==> src/rtl/alu_pkg.sv <==
// Shared definitions for the arbitrated ALU: default widths, function encodings
// and FSM state encodings.
package alu_pkg;

    localparam int DATA_W = 4;
    localparam int FUNC_W = 3;
    localparam int CNT_W  = 8;

    localparam logic [FUNC_W-1:0] FN_INC    = 3'b000;
    localparam logic [FUNC_W-1:0] FN_ADD_RC = 3'b001;
    localparam logic [FUNC_W-1:0] FN_ADD    = 3'b010;
    localparam logic [FUNC_W-1:0] FN_ORXOR  = 3'b011;
    localparam logic [FUNC_W-1:0] FN_REDOR  = 3'b100;
    localparam logic [FUNC_W-1:0] FN_CAT    = 3'b101;

    localparam logic [1:0] ST_IDLE = 2'd0;
    localparam logic [1:0] ST_EXEC = 2'd1;
    localparam logic [1:0] ST_HOLD = 2'd2;

endpackage

==> src/rtl/alu_core.sv <==
// Combinational ALU: two DATA_W operands and a function select produce a
// 2*DATA_W result {hi, lo}.
module alu_core
    import alu_pkg::*;
#(
    parameter int DATA_W = 4,
    parameter int FUNC_W = 3
) (
    input  logic [DATA_W-1:0]   a,
    input  logic [DATA_W-1:0]   b,
    input  logic [FUNC_W-1:0]   func,
    output logic [2*DATA_W-1:0] y
);

    logic [DATA_W-1:0] rc_sum;
    logic [DATA_W:0]   rc_carry;

    // Ripple-carry adder chain kept as an explicit bit loop.
    always_comb begin
        rc_sum      = '0;
        rc_carry    = '0;
        rc_carry[0] = 1'b0;
        for (int unsigned i = 0; i < DATA_W; i++) begin
            rc_sum[i]     = a[i] ^ b[i] ^ rc_carry[i];
            rc_carry[i+1] = (a[i] & b[i]) | (rc_carry[i] & (a[i] ^ b[i]));
        end
    end

    always_comb begin
        y = '0;
        case (func)
            FN_INC:    y[DATA_W:0] = {1'b0, a} + (DATA_W+1)'(1);
            FN_ADD_RC: y[DATA_W:0] = {rc_carry[DATA_W], rc_sum};
            FN_ADD:    y[DATA_W:0] = {1'b0, a} + {1'b0, b};
            FN_ORXOR:  y           = {a | b, a ^ b};
            FN_REDOR:  y[0]        = |(a | b);
            FN_CAT:    y           = {a, b};
            default:   y           = '0;
        endcase
    end

endmodule

==> src/rtl/alu_arbiter.sv <==
// Two-requester round-robin front end for a shared ALU: capture on handshake,
// compute for one cycle, hold the registered result until accepted.
module alu_arbiter
    import alu_pkg::*;
#(
    parameter int DATA_W = 4,
    parameter int FUNC_W = 3,
    parameter int CNT_W  = 8
) (
    input  logic                clock,
    input  logic                resetn,
    input  logic                req0_valid,
    output logic                req0_ready,
    input  logic [DATA_W-1:0]   req0_a,
    input  logic [DATA_W-1:0]   req0_b,
    input  logic [FUNC_W-1:0]   req0_func,
    input  logic                req1_valid,
    output logic                req1_ready,
    input  logic [DATA_W-1:0]   req1_a,
    input  logic [DATA_W-1:0]   req1_b,
    input  logic [FUNC_W-1:0]   req1_func,
    output logic                rsp_valid,
    input  logic                rsp_ready,
    output logic [2*DATA_W-1:0] rsp_data,
    output logic                rsp_id,
    output logic [CNT_W-1:0]    op_count
);

    logic [1:0]          state;
    logic                last_grant;
    logic [DATA_W-1:0]   op_a;
    logic [DATA_W-1:0]   op_b;
    logic [FUNC_W-1:0]   op_func;
    logic                op_id;
    logic                grant_valid;
    logic                grant_id;
    logic [2*DATA_W-1:0] alu_y;

    always_comb begin
        grant_valid = req0_valid | req1_valid;
        grant_id    = 1'b0;
        if (req0_valid && req1_valid) begin
            grant_id = ~last_grant;
        end else if (req1_valid) begin
            grant_id = 1'b1;
        end
    end

    // Ready is also held low while reset is asserted, since state already reads IDLE then.
    assign req0_ready = resetn && (state == ST_IDLE) && grant_valid && !grant_id;
    assign req1_ready = resetn && (state == ST_IDLE) && grant_valid &&  grant_id;

    alu_core #(
        .DATA_W (DATA_W),
        .FUNC_W (FUNC_W)
    ) u_alu_core (
        .a    (op_a),
        .b    (op_b),
        .func (op_func),
        .y    (alu_y)
    );

    always_ff @(posedge clock or negedge resetn) begin
        if (!resetn) begin
            state      <= ST_IDLE;
            last_grant <= 1'b1;
            op_a       <= '0;
            op_b       <= '0;
            op_func    <= '0;
            op_id      <= 1'b0;
            rsp_valid  <= 1'b0;
            rsp_data   <= '0;
            rsp_id     <= 1'b0;
            op_count   <= '0;
        end else begin
            case (state)
                ST_IDLE: begin
                    if (grant_valid) begin
                        op_a       <= grant_id ? req1_a    : req0_a;
                        op_b       <= grant_id ? req1_b    : req0_b;
                        op_func    <= grant_id ? req1_func : req0_func;
                        op_id      <= grant_id;
                        last_grant <= grant_id;
                        state      <= ST_EXEC;
                    end
                end
                ST_EXEC: begin
                    rsp_data  <= alu_y;
                    rsp_id    <= op_id;
                    rsp_valid <= 1'b1;
                    state     <= ST_HOLD;
                end
                ST_HOLD: begin
                    if (rsp_ready) begin
                        rsp_valid <= 1'b0;
                        op_count  <= op_count + 1'b1;
                        state     <= ST_IDLE;
                    end
                end
                default: state <= ST_IDLE;
            endcase
        end
    end

endmodule

==> config.mk <==
export PLATFORM = sky130hd
export DESIGN_NAME = alu_arbiter
export DESIGN_NICKNAME = d
export VERILOG_FILES = /design/src/rtl/alu_pkg.sv /design/src/rtl/alu_core.sv /design/src/rtl/alu_arbiter.sv
export SDC_FILE = /design/constraint.sdc
export NUM_CORES = 1
export LEC_CHECK = 0
export CORE_MARGIN = 4
export CORE_UTILIZATION = 45
export CTS_CLUSTER_SIZE = 16
export DETAILED_ROUTE_END_ITERATION = 8
export GPL_TIMING_DRIVEN = 0
export PLACE_DENSITY = 0.75
export SLEW_MARGIN = 5
export SYNTH_ARGS = -nofsm -noshare
export SYNTH_HDL_FRONTEND = slang
export SYNTH_HIERARCHICAL = 1
export SYNTH_SLANG_ARGS = --single-unit
==> constraint.sdc <==
create_clock -name clock -period 2.3 [get_ports clock]
set_input_delay 0.69 -clock clock [delete_from_list [all_inputs] [get_ports clock]]
set_output_delay 0.69 -clock clock [all_outputs]
set_load 0.005 [all_outputs]
Yosys cells after proc, flatten, opt, wreduce, memory -nomap -nowiden
Cells that the tools add are included.
- $add $sub $neg: 3
- equal/unequal tests: 9
- multiplexer cells: 13
- bitwise operators: 21
- reduce and logical (&&, ||, !) cells: 14
- operators with widths (kind ; count):
    $pmux W4 S5 ; 1
    $add A8 B1 Y8 const B ; 1
    $mux W4 ; 2
    $reduce_and A2 Y1 ; 4
    $and A1 B1 Y1 ; 7
    $xor A1 B1 Y1 ; 7
    $eq A3 B2 Y1 const B ; 2
    $eq A3 B3 Y1 const B ; 2
    $pmux W1 S6 ; 1
    $pmux W2 S3 ; 1
    $pmux W3 S2 ; 1
    $add A4 B1 Y5 const B ; 1
    $add A4 B4 Y5 ; 1
    $logic_and A1 B1 Y1 ; 5
    $mux W2 ; 2
    $ne A2 B2 Y1 const B ; 2
    $or A1 B1 Y1 ; 4
    $or A4 B4 Y4 ; 1
    $reduce_or A4 Y1 ; 1
    $xor A4 B4 Y4 ; 1
    $eq A3 B1 Y1 const B ; 1
    $logic_not A3 Y1 ; 1
    $mux W1 ; 3
    $mux W3 ; 1
    7 further kinds ; 7
- flip-flop bits (word level): 33
- input port bits: 27
- output and inout bits: 20

Longest topological paths before layout
Gate-level depths: netlist of the first run.
- word-level depth: 8
- gate-level depth with buffers: 10
- gate-level depth less buffers: 10

Cells and area by module
The synthesis of the first run kept the hierarchy.
- modules (own cells, without submodules) (module ; instances ; cells an instance ; area each (µm²) ; sequential area each (µm²)):
    alu_arbiter ; 1 ; 100 ; 1498.9 ; 827.0
    alu_core ; 1 ; 71 ; 551.8 ; 0.0

Worst setup path before layout of the first run
Ideal clock, no wire load.
- kind: register to register
- from: reg op_a[0]
- to: reg rsp_data[3]
- setup time: 0.125 ns
- data arrival time: 2.358 ns
- path slack: -0.183 ns
- stages on the path, launching flop included: 11
- buffers on the path: 0
- cells stage by stage: dfrtp_1 ha_1 fa_1 fa_1 inv_1 fa_1 nand2b_1 a32o_1 a22oi_1 o21ai_1 mux2_2
- cells in the longest elaborated chain, start to end: 7
- RTL lines (what ; line ; source):
    start, declared ; alu_arbiter.sv:31 ; logic [DATA_W-1:0] op_a;
    start signal, assigned ; alu_arbiter.sv:79 ; op_a <= grant_id ? req1_a : req0_a;
    $and A1 B1 Y1 (2 in a row) ; alu_core.sv:25 ; rc_carry[i+1] = (a[i] & b[i]) | (rc_carry[i] & (a[i] ^ b[i]));
    $or A1 B1 Y1 ; alu_core.sv:25 ;
    $and A1 B1 Y1 ; alu_core.sv:25 ;
    $or A1 B1 Y1 ; alu_core.sv:25 ;
    $xor A1 B1 Y1 ; alu_core.sv:24 ; rc_sum[i] = a[i] ^ b[i] ^ rc_carry[i];
    $pmux W4 S5 * ; alu_core.sv:31 ; case (func)
    net alu_y[3] ; alu_arbiter.sv:37 ; logic [2*DATA_W-1:0] alu_y;
    end signal, assigned ; alu_arbiter.sv:88 ; rsp_data <= alu_y;
    end, declared ; alu_arbiter.sv:24 ; output logic [2*DATA_W-1:0] rsp_data,
Mark *: on every way through the listed nets, which the timed path passes. The rest lies on a longest branch.
A chain may end at the register's enable or synchronous reset.

Worst setup path after layout of the first run
- from: reg op_b[0]
- to: reg rsp_data[3]
- cells in the longest elaborated chain, start to end: 7
- RTL lines (what ; line ; source):
    start, declared ; alu_arbiter.sv:32 ; logic [DATA_W-1:0] op_b;
    start signal, assigned ; alu_arbiter.sv:80 ; op_b <= grant_id ? req1_b : req0_b;
    $and A1 B1 Y1 (2 in a row) ; alu_core.sv:25 ;
    $or A1 B1 Y1 ; alu_core.sv:25 ;
    $and A1 B1 Y1 ; alu_core.sv:25 ;
    $or A1 B1 Y1 ; alu_core.sv:25 ;
    $xor A1 B1 Y1 ; alu_core.sv:24 ;
    $pmux W4 S5 * ; alu_core.sv:31 ;
    net alu_y[3] ; alu_arbiter.sv:37 ;
Marked as above.

==> results of run 1 <==
==> layout by cell type (no fill, tap or decap), types with 2 or more instances in the layout <==
| master | count |
|---|---|
| ha_1 | 9 |
| xor2_1 | 7 |
| nand2b_1 | 2 |
| mux2_4 | 15 |
| nor3_1 | 3 |
| buf_2 | 4 |
| clkbuf_8 | 6 |
| buf_6 | 2 |
| nor2_4 | 2 |
| and2_1 | 3 |
| inv_1 | 11 |
| nand3_1 | 4 |
| a21o_1 | 3 |
| o32ai_1 | 2 |
| a32o_1 | 2 |
| nor2b_1 | 2 |
| and3_1 | 2 |
| buf_4 | 10 |
| nor2_1 | 3 |
| fa_2 | 2 |
| a21oi_1 | 4 |
| clkdlybuf4s50_1 | 41 |
| o22ai_1 | 5 |
| mux2_2 | 18 |
| xnor2_1 | 4 |
| dfrtp_1 | 32 |
| nand2_1 | 6 |
==> where the power goes <==
part           switching (W)  internal, W  total, W
Sequential          0.000304     0.000829   0.00113
Combinational       0.000935      0.00127   0.00221
Clock               0.000210     0.000353  0.000563
==> metal layers <==
| layer | wire [um] | global-route usage |
|---|---|---|
| met1 | 1988 | 0.2277 |
| met2 | 2217 | 0.2550 |
| met3 | 187 | 0.03562 |
| met4 | 16 | 0.05437 |
| met5 | 0 | 0 |
==> Yosys cell counts (3+ instances only) <==
master,number,area [um^2]
a21oi_1,5,25.02
nand2_1,6,22.52
xor2_1,7,61.31
inv_1,12,45.04
nand3_1,4,20.02
nor2_1,4,15.01
mux2_2,19,214.0
dfrtp_1,32,800.8
and2_1,3,18.77
a21o_1,3,22.52
mux2_4,14,210.2
nor3_1,3,15.01
ha_1,10,125.1
xnor2_1,4,35.03
fa_1,3,60.06
o22ai_1,6,37.54
==> final timing paths <==
path / endpoint / cells after the start / slack [ns]
hold reg to reg: op_count[7]$_DFFE_PN0P_ / 1 / 0.48
setup reg to reg: rsp_data[3]$_DFFE_PN0P_ / 10 / -0.13
max in group asynchronous: last_grant$_DFFE_PN1P_ / 1 / 1.72
setup / recovery: rsp_data[3]$_DFFE_PN0P_ / 10 / -0.13
min in group clock: op_count[7]$_DFFE_PN0P_ / 1 / 0.48
hold / removal: rsp_data[6]$_DFFE_PN0P_ / 1 / 0.28
==> through the flow <==
step	TNS [ns]	hold WS [ns]
4_1_cts	-0.1262	0.3641
2_1_floorplan	-0.07243	0.3944
3_3_place_gp	-9.715	0.4578
5_1_grt	-0.3228	0.2956
6_report	-0.1318	0.2825
3_5_place_dp	-2.094	0.4707
==> cells by family after synthesis <==
group / Yosys count / synth area share
xor gates and xnor gates: 11 / 0.04698
DFF: 33 / 0.4033
buffers and inverters: 18 / 0.04697
adders and majority gates: 13 / 0.09030
and+or+nand+nor: 34 / 0.09457
AOI/OAI and AO/OA: 27 / 0.1007
muxes: 35 / 0.2172
==> worst register-to-register path: stages, from the launching register on <==
cell and delay, ns:
dfrtp_1 0.37, ha_2 0.20, fa_2 0.23, fa_2 0.20
inv_2 0.04, fa_1 0.50, nand2b_1 0.06, a32o_1 0.22
a22oi_1 0.15, o21ai_1 0.10, mux2_4 0.26
==> what timing repair did <==
| item | in CTS | in global routing |
|---|---|---|
| setup buffers | 7 | 2 |
| setup endpoints to repair | 5 | 4 |
| pin swaps | 6 | 2 |
| gates resized for setup | 20 | 6 |
==> final cells by class <==
cell class / count / area [um^2] / area share
multi-input combinational: 120 / 1170 / 0.4204
sequential: 33 / 827.0 / 0.2972
timing repair buffer: 55 / 515.5 / 0.1853
clock buffer: 7 / 86.33 / 0.03103
tap: 52 / 65.06 / 0.02338
inverter: 12 / 45.04 / 0.01619
buffer: 5 / 43.79 / 0.01574
clock inverter: 1 / 30.03 / 0.01079
==> sequential cells by signal, indices dropped and copies added, names as in the netlist <==
register,flops
rsp_id,1
last_grant,1
op_a,4
rsp_data,8
op_func,3
state,2
op_count,8
op_b,4
rsp_valid,1
op_id,1
==> metrics, run 1 <==
outcome=finished with violations; violated checks=negative setup slack; worst-margin pin slew=0.3305 ns; Synthesized Nets=211; fillers=~370; CP top delay family=adder cells; hold buffers post-CTS=0; Ys Warns=6; Crit path required time=2.47 ns; fraction of layout cells with a size suffix above 1=0.3219; synthesized area=a little over 2000 um^2; drt pass-1 iters=4; I/O pin cnt=47; Final Core Density=0.6347; Buffers on Ports=46; wirelength, routed=between 4000 and 5000 um; Max clock buf depth=2; Final Setup Violations=1; die width=75.51 um; pre-CTS WS=-0.8608 ns; post-layout power=between 0.003 and 0.004 W; fin nets=about 270; # placed instances=269; initial antenna violation count=0; Initial DRC Count=74; row cnt=24; DRC Markers=0; Yosys reg bits=33; critical setup path kind=reg -> reg; design area=between 2000 and 3000 um^2; H-tree lvl count=2; final hold vios=0; Worst Path Max Fanout=2; worst r2r src=op_b[0]$_DFFE_PN0P_; Initial Util=0.4678; post-synthesis async set-or-reset flop share=1.000; sequential area share after synthesis=0.4033; WL/cell=15.47 um; final worst slack=-0.1318 ns; Total GRT Usage=0.1640; Critical path origin=op_b[0]$_DFFE_PN0P_; maxcap violations=0; post-synth cell types=45; CP Launch Type=flop; critical path arrival=between 2 and 3 ns; Area growth syn-to-layout=35.69%; VDD IR-drop max=roughly 0.0006 V; Lkg Pwr=~1.3 nW; clk_skew=0.007091 ns; syn avg cell area=~12 um^2; minimum clock period=approximately 2.4 ns; fin cells=about 290; power density over the cells=1403 nW/um^2; Main synth FF type=dfrtp_1; RSZ-0062 raised after global routing=true; Reg clk slew, reported paths=0.07 ns; total gr overflow=0; largest net degree at the start of global routing=36; CP Buf/Inv Count=1; CTS tree=yes; Num CTS Buffers=5; slowest CP cell=fa_1; fin crit share=1.057; Critical Path End Type=flop; Post-DP Area=2579 um^2; EDFF count, synth=0; crit-path most repeated cell=fa_2; vias in the first global route=1541; Slew HR=0.7797; Final Slew Violations=0; worst skew pair latency=roughly 0.28 ns; fmax=0.4112 GHz; Critical Path Max Stage Delay=0.50 ns; Core Box Area=4384 um^2; via/cell ratio=5.375; die footprint=5701 um^2; Root Buffer=clkbuf_8; CTS sink cnt=33; antenna cells=0; Hold Crit Class=in -> async; post-route ant nets=0; placer congestion estimate=0.9219; first-pass GRT wire length=roughly 7100 um; die height=75.51 um; total number of vias=1532; Cells after Synth=171; HPWL Detailed=roughly 3200 um; crit-path cells=ha_2 > fa_2 > fa_2 > inv_2 > fa_1 > nand2b_1 > a32o_1 > a22oi_1 > o21ai_1 > mux2_4
No activity file was read; power rests on OpenSTA's default activity.
==> run 2, diff against run 1 <==
- CTS_CLUSTER_DIAMETER: default -> 30
- RECOVER_POWER: default -> 25
==> results of run 2 <==
Final layout, timing and power as in run 1 (identical DEF).
==> run 3, diff against run 2 <==
- CORE_UTILIZATION: 45 -> 50
- CTS_CLUSTER_DIAMETER: 30 -> 50
- PLACE_DENSITY: 0.75 -> 0.79
- clock period: 2.3 -> 2.6 ns (I/O delays scaled with it)
==> run 3 against run 2 <==
The flow now finishes without violations. Sequential share of layout area grew 0.44 points. Routed wire length shrank 5.1%. Die area shrank 9.0%. Register-to-register slack gained 0.23 ns. Total power shrank 14%. Count of clock-buffer cells in the layout is the same. Combinational power shrank 16%. Utilization grew 5.7 points. Flip-flop and latch count is the same. Non-clock buffer count shrank 4. Critical path depth shrank 5. Sequential power shrank 12%.
==> metrics, run 3 (synthesis gave the netlist of run 1 again) <==
pre-CTS WS=-0.7285 ns (+0.1323 ns); placer congestion estimate=0.9430 (+2.3%); via/cell ratio=5.401 (+0.48%); initial antenna violation count=0 (unchanged); Sequential Power Share=0.300 (+0.010); VDD IR-drop max=0.0008779 V (+44%); multi-input logic area=1159 um^2 (-0.96%); Critical path origin=req1_valid; Buffers on Ports=46 (unchanged); die footprint=5190 um^2 (-9.0%); final worst slack=0.02988 ns (+0.1617 ns); row cnt=23 (-4.2%); fraction of layout cells with a size suffix above 1=0.2969 (-0.02495); Final Core Density=0.6916 (+0.05685); DRC Markers=0 (unchanged); hold buffers post-CTS=0 (unchanged); Num CTS Buffers=5 (unchanged); power density over the cells=1217 nW/um^2 (-13%); Psw=0.001221 W (-16%); H-tree lvl count=2 (unchanged); post-layout power=0.003342 W (-14%); Critical Path End Type=primary output; outcome=completed; Hold Crit Class=in -> async; antenna cells=0 (unchanged); Total GRT Usage=0.1748 (+0.01080); Final Slew Violations=0 (unchanged); fin crit share=0.9885; Post-DP Area=2569 um^2 (-0.39%); Initial Util=0.5164 (+0.04863); die width=72.04 um (-4.6%); Regs by FF count=op_count: 8 flops, rsp_data: 8 flops; Core Box Area=3971 um^2 (-9.4%); fin nets=268 (-1.5%); Worst Path Max Fanout=3 (+1); drt pass-1 iters=4 (unchanged); worst skew pair latency=0.28 ns (about the same); CTS sink cnt=33 (unchanged); Clk network pwr share=0.147 (+0.003); worst-margin pin slew=0.4206 ns (+0.09010 ns); HPWL Detailed=3189 um (-1.8%); Switching Fraction=0.3653 (-0.006080); design area=2746 um^2 (-1.3%); vias in the first global route=1491 (-3.2%); clk_skew=0.002861 ns (-0.004230 ns); I/O pin cnt=47 (unchanged); CP Launch Type=input pin; most frequent cells in the layout=41 x clkdlybuf4s50_1, 31 x dfrtp_1, 19 x mux2_2; Max clock buf depth=2 (unchanged); wirelength, routed=4186 um (-5.1%); worst r2r src=op_a[0]$_DFFE_PN0P_; Crit path required time=1.82 ns (-0.65 ns); total number of vias=1507 (-1.6%); Sequential cell area=828.3 um^2 (+0.15%); total gr overflow=0 (unchanged); Logic pwr share=0.553 (-0.012); CTS tree=yes; Min Hold Slack=0.4362 ns (+0.1537 ns); Root Buffer=clkbuf_8; minimum clock period=2.570 ns; WL/cell=15.00 um (-3.0%); Lkg Pwr=1.260 nW (-1.8%); Reg clk slew, reported paths=0.07 ns (about the same); Power Internal=0.002121 W (-14%); Final Setup Violations=0 (-1); first-pass GRT wire length=7107 um (+0.49%); Slew HR=0.7196 (-0.06007); fillers=300 (-18%); die height=72.04 um (-4.6%); fmax=0.3891 GHz; largest net degree at the start of global routing=36 (unchanged); Area growth syn-to-layout=33.92%; Initial DRC Count=71 (-4.1%); critical setup path kind=in -> out; post-route ant nets=0 (unchanged); final hold vios=0 (unchanged); most common cell after layout, fill and taps aside=clkdlybuf4s50_1; critical path arrival=1.79 ns (-0.81 ns); maxcap violations=0 (unchanged)
## run 3: path summary, 6_finish.rpt
kind                                           endpoint  slack, ns  cells past startpoint
worst max register to register  rsp_data[3]$_DFFE_PN0P_       0.10                     10
worst min-delay path            rsp_data[3]$_DFFE_PN0P_       0.44                      1
min in group clock              op_count[7]$_DFFE_PN0P_       0.48                      1
max in group asynchronous        last_grant$_DFFE_PN1P_       1.83                      1
worst max-delay path                         req0_ready       0.03                      5
worst min register to register  op_count[7]$_DFFE_PN0P_       0.48                      1
## run 3: worst max-delay path: stages
cell             delay [ns]
clkdlybuf4s15_2        0.21
o21a_4                 0.23
buf_8                  0.11
and3_2                 0.19
dlygate4sd2_1          0.26
## run 3: per-stage QoR
| step | cells | setup TNS (ns) |
|---|---|---|
| 4_1_cts | 279 | 0 |
| 3_5_place_dp | 267 | -1.514 |
| 3_3_place_gp | 267 | -2.954 |
| 6_report | 279 | 0 |
| 2_1_floorplan | 171 | 0 |
| 5_1_grt | 279 | -0.01445 |
## run 3: timing repair
item | 4_1_cts | 5_1_grt
pin swaps | 2 | 2
resized for setup | 19 | 4
buffers inserted | 5 | 0
endpoints found under the setup margin | 3 | 2
## run 3: final cells by class
cell class | instances | area share
clock inverter | 1 | 0.01093
inverter | 12 | 0.01640
timing repair buffer | 51 | 0.1790
multi-input combinational | 120 | 0.4219
sequential | 33 | 0.3016
tap | 50 | 0.02278
buffer | 5 | 0.01595
clock buffer | 7 | 0.03144
## run 3: power groups by stage
stage | logic [W] | registers [W] | clock network (W)
final | 0.00185 | 0.00100 | 0.000491
after global routing | 0.00205 | 0.00104 | 0.000527
after CTS | 0.00184 | 0.000995 | 0.000503
after detailed placement | 0.00175 | 0.00101 | 0
after global placement | 0.00171 | 0.00100 | 0
after floorplan | 0.00126 | 0.000946 | 0
## run 3: per-layer routing
layer / GRT usage / up-vias / share of wire
met3: 0.03740 / 4 / 0.031
met1: 0.2502 / 745 / 0.48
met5: 0 / - / 0
met4: 0.04384 / 0 / 0.0065
li1: - / 730 / -
met2: 0.2714 / 28 / 0.49
